`src/rtl/audio_dsp_pkg.sv`:
```
// Shared audio DSP types, Q-format constants and arithmetic helpers.
// The FIR equalizer uses this package, and the IIR filter can share it.
package audio_dsp_pkg;

    typedef logic signed [17:0] coef_t;    // Q2.16 coefficient
    typedef logic signed [15:0] sample_t;  // audio sample
    typedef logic signed [33:0] prod_t;    // coef * sample, exact
    typedef logic signed [34:0] acc_t;     // sum of two products, exact

    localparam int      COEF_FRAC  = 16;
    localparam sample_t SAMPLE_MAX = 16'sh7FFF;
    localparam sample_t SAMPLE_MIN = 16'sh8000;
    localparam acc_t    ROUND_HALF = 35'sd32768;

    // Full-precision signed product of a coefficient and a sample.
    function automatic prod_t mul_coef(input coef_t c, input sample_t x);
        return prod_t'(c) * prod_t'(x);
    endfunction

    // Sign-extend a sample into accumulator width for range comparisons.
    function automatic acc_t widen_sample(input sample_t s);
        return acc_t'(s);
    endfunction

endpackage

```
`src/rtl/fir_eq_mod_if.sv`:
```
// Sample-strobed stream bus of the FIR equalizer: input strobe, sample and
// counter clear toward the filter; result strobe, sample, clip flag and clip
// counter back from it.
interface fir_eq_mod_if
    import audio_dsp_pkg::*;
#(
    parameter int CNT_W = 16
);
    logic             valid_i;
    sample_t          data_i;
    logic             clear_i;
    logic             valid_o;
    sample_t          data_o;
    logic             sat_o;
    logic [CNT_W-1:0] sat_count_o;

    modport master (
        output valid_i, data_i, clear_i,
        input  valid_o, data_o, sat_o, sat_count_o
    );

    modport slave (
        input  valid_i, data_i, clear_i,
        output valid_o, data_o, sat_o, sat_count_o
    );
endinterface

```
`src/rtl/round_sat_mod.sv`:
```
// Combinational Q.16 -> integer conversion: round half-up, then clip to
// the 16-bit sample range and flag when clipping happened.
module round_sat_mod
    import audio_dsp_pkg::*;
(
    input  acc_t    sum_i,
    output sample_t data_o,
    output logic    sat_o
);
    acc_t biased_s;
    acc_t shifted_s;

    // The bias cannot overflow because the sum of two products stays far
    // below the accumulator range. Arithmetic shift keeps the sign, which
    // makes +half then floor equal to round half-up.
    always_comb begin
        biased_s  = sum_i + ROUND_HALF;
        shifted_s = biased_s >>> COEF_FRAC;
        data_o    = shifted_s[15:0];
        sat_o     = 1'b0;
        if (shifted_s > widen_sample(SAMPLE_MAX)) begin
            data_o = SAMPLE_MAX;
            sat_o  = 1'b1;
        end else if (shifted_s < widen_sample(SAMPLE_MIN)) begin
            data_o = SAMPLE_MIN;
            sat_o  = 1'b1;
        end else begin
            data_o = shifted_s[15:0];
            sat_o  = 1'b0;
        end
    end
endmodule

```
`src/rtl/fir_eq_mod.sv`:
```
// First-order FIR equalizer y[n] = c0*x[n] + c1*x[n-1] with a two-stage
// pipeline. Stage 1 forms both products on accepted samples only, so the
// history advances per sample and not per clock. Stage 2 rounds, clips and
// registers the result. A sticky saturating counter tracks clipped results.
module fir_eq_mod
    import audio_dsp_pkg::*;
#(
    parameter coef_t COEF_C0 = 18'sd65536,
    parameter coef_t COEF_C1 = 18'sd0,
    parameter int    CNT_W   = 16
)(
    input  logic          clk_i,
    input  logic          reset_i,
    fir_eq_mod_if.slave   bus
);
    localparam logic [CNT_W-1:0] CNT_MAX = {CNT_W{1'b1}};

    // Stage 1 state
    prod_t   p0_q, p0_d;
    prod_t   p1_q, p1_d;
    sample_t x_d_q, x_d_d;
    logic    v1_q, v1_d;

    // Stage 2 / output state
    logic             valid_q, valid_d;
    sample_t          data_q, data_d;
    logic             sat_q, sat_d;
    logic [CNT_W-1:0] cnt_q, cnt_d;

    acc_t    sum_s;
    sample_t rnd_data_s;
    logic    rnd_sat_s;

    // Stage 1: compute products and advance the delay line on accepted samples only.
    always_comb begin
        p0_d  = p0_q;
        p1_d  = p1_q;
        x_d_d = x_d_q;
        v1_d  = bus.valid_i;
        if (bus.valid_i) begin
            p0_d  = mul_coef(COEF_C0, bus.data_i);
            p1_d  = mul_coef(COEF_C1, x_d_q);
            x_d_d = bus.data_i;
        end else begin
            p0_d  = p0_q;
            p1_d  = p1_q;
            x_d_d = x_d_q;
        end
    end

    assign sum_s = acc_t'(p0_q) + acc_t'(p1_q);

    round_sat_mod u_round_sat (
        .sum_i  (sum_s),
        .data_o (rnd_data_s),
        .sat_o  (rnd_sat_s)
    );

    // Stage 2: present a new result when stage 1 held one, otherwise hold data and drop sat.
    always_comb begin
        valid_d = v1_q;
        data_d  = data_q;
        sat_d   = 1'b0;
        if (v1_q) begin
            data_d = rnd_data_s;
            sat_d  = rnd_sat_s;
        end else begin
            data_d = data_q;
            sat_d  = 1'b0;
        end
    end

    // Clip counter: counts each presented clipped result, sticks at all-ones, clear has priority.
    always_comb begin
        cnt_d = cnt_q;
        if (bus.clear_i) begin
            cnt_d = {CNT_W{1'b0}};
        end else if (valid_q && sat_q && (cnt_q != CNT_MAX)) begin
            cnt_d = cnt_q + CNT_W'(1);
        end else begin
            cnt_d = cnt_q;
        end
    end

    // Pipeline, delay line and counter registers; reset flushes in-flight samples.
    always_ff @(posedge clk_i or posedge reset_i) begin
        if (reset_i) begin
            p0_q    <= 34'sd0;
            p1_q    <= 34'sd0;
            x_d_q   <= 16'sd0;
            v1_q    <= 1'b0;
            valid_q <= 1'b0;
            data_q  <= 16'sd0;
            sat_q   <= 1'b0;
            cnt_q   <= {CNT_W{1'b0}};
        end else begin
            p0_q    <= p0_d;
            p1_q    <= p1_d;
            x_d_q   <= x_d_d;
            v1_q    <= v1_d;
            valid_q <= valid_d;
            data_q  <= data_d;
            sat_q   <= sat_d;
            cnt_q   <= cnt_d;
        end
    end

    assign bus.valid_o     = valid_q;
    assign bus.data_o      = data_q;
    assign bus.sat_o       = sat_q;
    assign bus.sat_count_o = cnt_q;
endmodule

```
`src/flat_wrapper.sv`:
```
// flat-port wrapper written by rule: the top's interface ports become plain ports
module fir_eq_mod_flat import audio_dsp_pkg::*;
#(
    parameter coef_t COEF_C0 = 18'sd65536,
    parameter coef_t COEF_C1 = 18'sd0,
    parameter int    CNT_W   = 16
)
  (clk_i, reset_i, bus_valid_i, bus_data_i, bus_clear_i, bus_valid_o, bus_data_o, bus_sat_o, bus_sat_count_o);
  fir_eq_mod_if #(.CNT_W(CNT_W)) bus_i ();
  input  logic clk_i;
  input  logic reset_i;
  input wire logic [$bits(bus_i.valid_i)-1:0] bus_valid_i;
  input wire logic [$bits(bus_i.data_i)-1:0] bus_data_i;
  input wire logic [$bits(bus_i.clear_i)-1:0] bus_clear_i;
  output wire logic [$bits(bus_i.valid_o)-1:0] bus_valid_o;
  output wire logic [$bits(bus_i.data_o)-1:0] bus_data_o;
  output wire logic [$bits(bus_i.sat_o)-1:0] bus_sat_o;
  output wire logic [$bits(bus_i.sat_count_o)-1:0] bus_sat_count_o;
  assign bus_i.valid_i = bus_valid_i;
  assign bus_i.data_i = bus_data_i;
  assign bus_i.clear_i = bus_clear_i;
  assign bus_valid_o = bus_i.valid_o;
  assign bus_data_o = bus_i.data_o;
  assign bus_sat_o = bus_i.sat_o;
  assign bus_sat_count_o = bus_i.sat_count_o;
  fir_eq_mod #(.COEF_C0(COEF_C0), .COEF_C1(COEF_C1), .CNT_W(CNT_W)) u_core (.clk_i(clk_i), .reset_i(reset_i), .bus(bus_i));
endmodule
```
`config.mk`:
```
export PLATFORM = sky130hd
export DESIGN_NAME = fir_eq_mod_flat
export DESIGN_NICKNAME = d
export VERILOG_FILES = /design/src/rtl/audio_dsp_pkg.sv /design/src/rtl/fir_eq_mod_if.sv /design/src/rtl/round_sat_mod.sv /design/src/rtl/fir_eq_mod.sv /design/src/flat_wrapper.sv
export SDC_FILE = /design/constraint.sdc
export NUM_CORES = 1
export LEC_CHECK = 0
export CORE_ASPECT_RATIO = 1.25
export CORE_MARGIN = 2
export CORE_UTILIZATION = 44
export DETAILED_ROUTE_END_ITERATION = 16
export PLACE_DENSITY = 0.73
export SETUP_SLACK_MARGIN = 0.4
export SLEW_MARGIN = 20
export SYNTH_ARGS = -nofsm -noshare
export SYNTH_HDL_FRONTEND = slang
export SYNTH_SLANG_ARGS = --single-unit
```
`constraint.sdc`:
```
create_clock -name clk_i -period 2 [get_ports clk_i]
set_clock_uncertainty 0.2 [all_clocks]
set_input_delay 0.2 -clock clk_i [delete_from_list [all_inputs] [get_ports clk_i]]
set_output_delay 0.2 -clock clk_i [all_outputs]
set_load 0.005 [all_outputs]
```
======== Word level (Yosys, flattened, before mapping) ========
Index checks and enable logic that the tools add are counted.
cells by class
  muxes and demuxes ....................... 7
  reductions and logical operators ........ 3
  add/subtract/negate cells ............... 2
  $lt $le $gt $ge ......................... 2
  eq/ne operators ......................... 1
operators with widths
  kind                                                           number
  2-to-1 mux 16 bit                                              4
  adder 32 x 17 -> 33 bit (second input constant)                1
  > comparator 17 x 16 -> 1 bit (second input constant)          1
  less-than comparator 17 x 16 -> 1 bit (second input constant)  1
  adder 16 x 1 -> 16 bit (second input constant)                 1
  != test 16 bit (second input constant)                         1
  2-to-1 mux 1 bit                                               3
  logical AND 1 bit                                              2
  nonzero test 2 bit                                             1
word-level totals
  logic and storage cells ................. 21
  register bits ........................... 51
  input port bits ......................... 20
  output and inout port bits .............. 34

======== Depth between registers and ports, before layout ========
  depth after elaboration ................. 5
  depth in mapped cells ................... 6
  gate-level depth less buffers ........... 5

======== By module ========
Synthesis repeated with hierarchy kept, for this count alone.
unflattened totals
  cell total of the unflattened synthesis .. 262
  area, all modules ....................... 2902.8 µm²
by module, submodules not included
  module         seq. area each (µm²)  cells an instance  instances  area each (µm²)
  fir_eq_mod     1276.2                173                1          2239.6
  round_sat_mod  0.0                   89                 1          663.1

======== Worst setup path after synthesis ========
No wires, ideal clock.
  path type ............................... reg2reg
  start point ............................. register u_core.cnt_q[0], in the netlist u_core.bus.sat_count_o[0]
  end point ............................... register u_core.cnt_q[5], in the netlist u_core.bus.sat_count_o[5]
  arrival time ............................ 1724 ps
  buffers on the path ..................... 1
  required time ........................... 1675 ps
  cell stages (with the launch flop) ...... 7
  period minus slack after synthesis ...... 2048 ps
  setup time .............................. 125 ps
  setup slack ............................. -48 ps
  cell sequence ........................... dfrtp_1 > ha_1 > nand4_1 > nor4_1 > buf_2 > nor4_1 > mux2_2
between the ends
  cells in the longest elaborated chain, start to end .. 3
  elaborated cells between the ends (all ways) .. 6
  classes of those cells .................. add/sub (1); eq/ne (1); mux (2); reduce/logical (2)
ends and longest elaborated chain
  element                                                   RTL line                            text
  start: declaration                                        fir_eq_mod.sv:28                    logic [CNT_W-1:0] cnt_q, cnt_d;
  start signal: assignment                                  fir_eq_mod.sv:95                    cnt_q <= {CNT_W{1'b0}};
  start signal: assignment                                  fir_eq_mod.sv:104                   cnt_q <= cnt_d;
  adder 16 x 1 -> 16 bit or != test 16 bit (tied branches)  fir_eq_mod.sv:79, fir_eq_mod.sv:78
  2-to-1 mux 16 bit or logical AND 1 bit (tied branches)    fir_eq_mod.sv:78                    end else if (valid_q && sat_q && (cnt_q != CNT_MAX)) begin
  2-to-1 mux 16 bit or nonzero test 2 bit (tied branches)   n/a
Parallel ways exist; a longest one is shown, timed or not. The select of a mux whose other input is x is not followed.
A chain may end at the register's enable or synchronous reset.

======== Worst setup path after layout ========
  start point ............................. register u_core.cnt_q[10], in the netlist u_core.bus.sat_count_o[10]
  end point ............................... register u_core.cnt_q[6], in the netlist u_core.bus.sat_count_o[6]
between the ends
  cells in the longest elaborated chain, start to end .. 3
ends and longest elaborated chain
  element                              RTL line
  != test 16 bit                       fir_eq_mod.sv:78
  logical AND 1 bit                    fir_eq_mod.sv:78
  nonzero test 2 bit (no source line)  n/a
No other way between the ends.

==> impl_metrics.ini <==
[cells_and_area]
regArea_um2 = 1280
final_nets = 302
finish.utilization_pct = 73.2
syn_to_final_growth_pct = 59.1
mostFrequentLayoutCells = dfrtp_1, buf_4, mux2_2
fill_cells = 331
drive_gt1_share_pct = 44.0
final_common_cell = dfrtp_1
diodes = 0
multi_input_area_um2 = 988

[logic_synthesis]
syn_avg_cell_area_um2 = 12.5
ys_seq_area_share_pct = 58.2
yosys.area.top_type = dfrtp_1
synth-seq-cells = 51
syn-cell-area_um2 = 2190
ys_top_cells_by_area = dfrtp_1, mux2_2, a21oi_1
syn_nets = 196
synth_top_area_share_pct = 58.2
yosysWarnings = 0
synthCells = 175
synth_cell_types = 29

[floorplanning]
die_w_um = 67.1
dieArea_um2 = 5570
core_um2 = 4760
initial_core_util_pct = 46.0
rows = 28
die_h_um = 82.9
io_pins = 54

[placement]
gp_congestion = 0.803
numPortBuffers = 53
dpl.hpwl_um = 3310
pre_cts_ws_ns = 0.0383

[power]
p_sw_share_pct = 23.8
powerDensity_nw_per_um2 = 590
leakage_nw = 1.69
intPower_mw = 1.57
seqPwrFrac_pct = 56.3
combPwrFrac_pct = 14.9
ir_worst_vdd_mv = 0.661
switchingPower_mw = 0.489
pwr-share-clk_pct = 28.8
finalPower_mw = 2.06

[clock_tree]
cts-buffers-inserted = 5
clock_tree.root_cell = clkbuf_8
insertion_delay_ns = 0.30
clkSinkCount = 51
cts.path.max_buffers = 2
cts_max_level = 2
cts_tree = built
path_clk_slew_ns = 0.09

[global_routing]
overflow = 0
grt_pass1_wl_um = 8860
grt.total_usage_pct = 20.6
antenna_found_initial = 0
grt_max_degree = 34
grt_pass1_vias = 1914

[detailed_routing]
drt_first_pass_iters = 4
drt_wl_total_um = 5610
drc = 0
drt-wirelength-per-cell_um = 16.4
vias = 1855
vias_per_cell = 5.42
drtIter0Drc = 123
drtAntennaViolNets = 0

[worst_setup_path]
crit_end = u_core.bus.sat_count_o[6]$_DFFE_PP0P_
cp-end-kind = register
reg2regPathDepth = 6
required_ns = 1.99
r2r-start = u_core.bus.sat_count_o[10]$_DFFE_PP0P_
worstSetupPathType = register to register
startpoint = u_core.bus.sat_count_o[10]$_DFFE_PP0P_
cp-start-kind = register
critical_path.max_fanout = 6
crit_arrival_ns = 1.93
r2r_slack_ns = 0.05
r2r_end = u_core.bus.sat_count_o[6]$_DFFE_PP0P_

[timing]
hold_viol_final = 0
fin_crit_sh_pct = 97.3
rsz0062_at_grt = true
finalSetupViolCount = 0
fin_crit_ns = 1.95
slew_viol_final = 0
worst_slack_ns = 0.0547
max_freq_mhz = 514

[flow_run]
maxCapViolCount = 0

[run_status]
status = complete, no violations

[hold_path]
hold_class = primary input to async pin
[per-stage QoR]
| stage | hold slack (ns) | setup TNS (ns) | instances | area [um2] |
|---|---|---|---|---|
| finish | 0.0552 | 0 | 342 | 3490 |
| global route | 0.0736 | -0.00108 | 342 | 3490 |
| CTS | 0.0565 | 0 | 334 | 3320 |
| detailed placement | 0.292 | 0 | 300 | 2950 |
| global placement | 0.283 | 0 | 300 | 2950 |
| floorplan | 0.0314 | 0 | 175 | 2230 |
[worst max-delay path: stages, from the launching register on]
cell and delay [ns]:
dfrtp_1 0.42, nand4_1 0.24, nor4_4 0.35, buf_6 0.17
buf_6 0.12, nor4_4 0.04, mux2_4 0.29
[synthesized netlist by cell type]
library cell,n
mux2i_1,2
and4b_1,1
or4_2,1
a21oi_1,11
or4_1,5
and4_1,1
o21ai_0,3
clkbuf_2,1
nor2b_1,3
nor4_1,5
clkbuf_1,4
conb_1,1
ha_1,1
nand3_1,9
nand2b_1,2
buf_1,1
buf_2,3
inv_1,3
nand2_1,4
mux2_2,36
or3_1,3
nand4_1,4
o31ai_1,5
nor2_1,7
dlymetal6s2s_1,1
nor3_1,5
dfrtp_1,51
o41ai_1,1
nand4_2,1
[routing by layer]
metal | track usage [%] | share of wire (%) | vias up
met5 | 0 | 0 | -
met4 | 7.24 | 1.8 | 0
met3 | 6.91 | 6.5 | 14
met2 | 34.6 | 53 | 70
met1 | 24.0 | 39 | 927
li1 | - | - | 844
[cells by family after synthesis]
family / after synthesis / synth area share [%]
buffers and inverters: 13 / 2.85
AO/OA/AOI/OAI: 20 / 5.31
multiplexers: 38 / 19.4
flip-flops: 51 / 58.2
other: 1 / 0.171
AND/OR/NAND/NOR: 51 / 13.5
adder cells (fa/ha/maj): 1 / 0.571
[how the worst min path moves through the flow]
stage / slack [ns] / depth (start not counted) / to
after floorplan: 0.03 / 0 / u_core.v1_q$_DFF_PP0_
final: 0.06 / 2 / u_core.bus.sat_count_o[13]$_DFFE_PP0P_
after CTS: 0.06 / 2 / u_core.bus.valid_o$_DFF_PP0_
after global placement: 0.28 / 1 / u_core.bus.data_o[5]$_DFFE_PP0P_
after global routing: 0.07 / 2 / u_core.bus.sat_count_o[13]$_DFFE_PP0P_
after detailed placement: 0.29 / 1 / u_core.p0_q[23]$_DFFE_PP0P_
[area by class of cell]
class | count | share of cell area (%)
Clock inverter | 2 | 0.466
Tap cell | 60 | 2.15
Timing Repair Buffer | 109 | 29.9
Multi-Input combinational cell | 111 | 28.3
Inverter | 3 | 0.430
Clock buffer | 6 | 2.08
Sequential cell | 51 | 36.6
[power groups by stage]
| stage | combinational, mW | sequential, mW | clock, mW |
|---|---|---|---|
| detailed placement | 0.311 | 1.18 | 0 |
| global placement | 0.305 | 1.18 | 0 |
| floorplan | 0.124 | 1.18 | 0 |
| CTS | 0.314 | 1.16 | 0.624 |
| finish | 0.307 | 1.16 | 0.592 |
| global route | 0.335 | 1.17 | 0.667 |
[repair_timing]
action	in CTS	in global routing
buffers inserted	26	8
setup endpoints to repair	33	35
gates resized for setup	42	38
pin swaps	8	11
hold buffers	0	0
[sequential cells by signal, indices dropped and copies added, names as in the netlist]
name	cells
u_core.bus.data_o	16
u_core.bus.sat_count_o	16
u_core.bus.sat_o	1
u_core.bus.valid_o	1
u_core.p0_q	16
u_core.v1_q	1
Power figures use the tool's default switching activity.
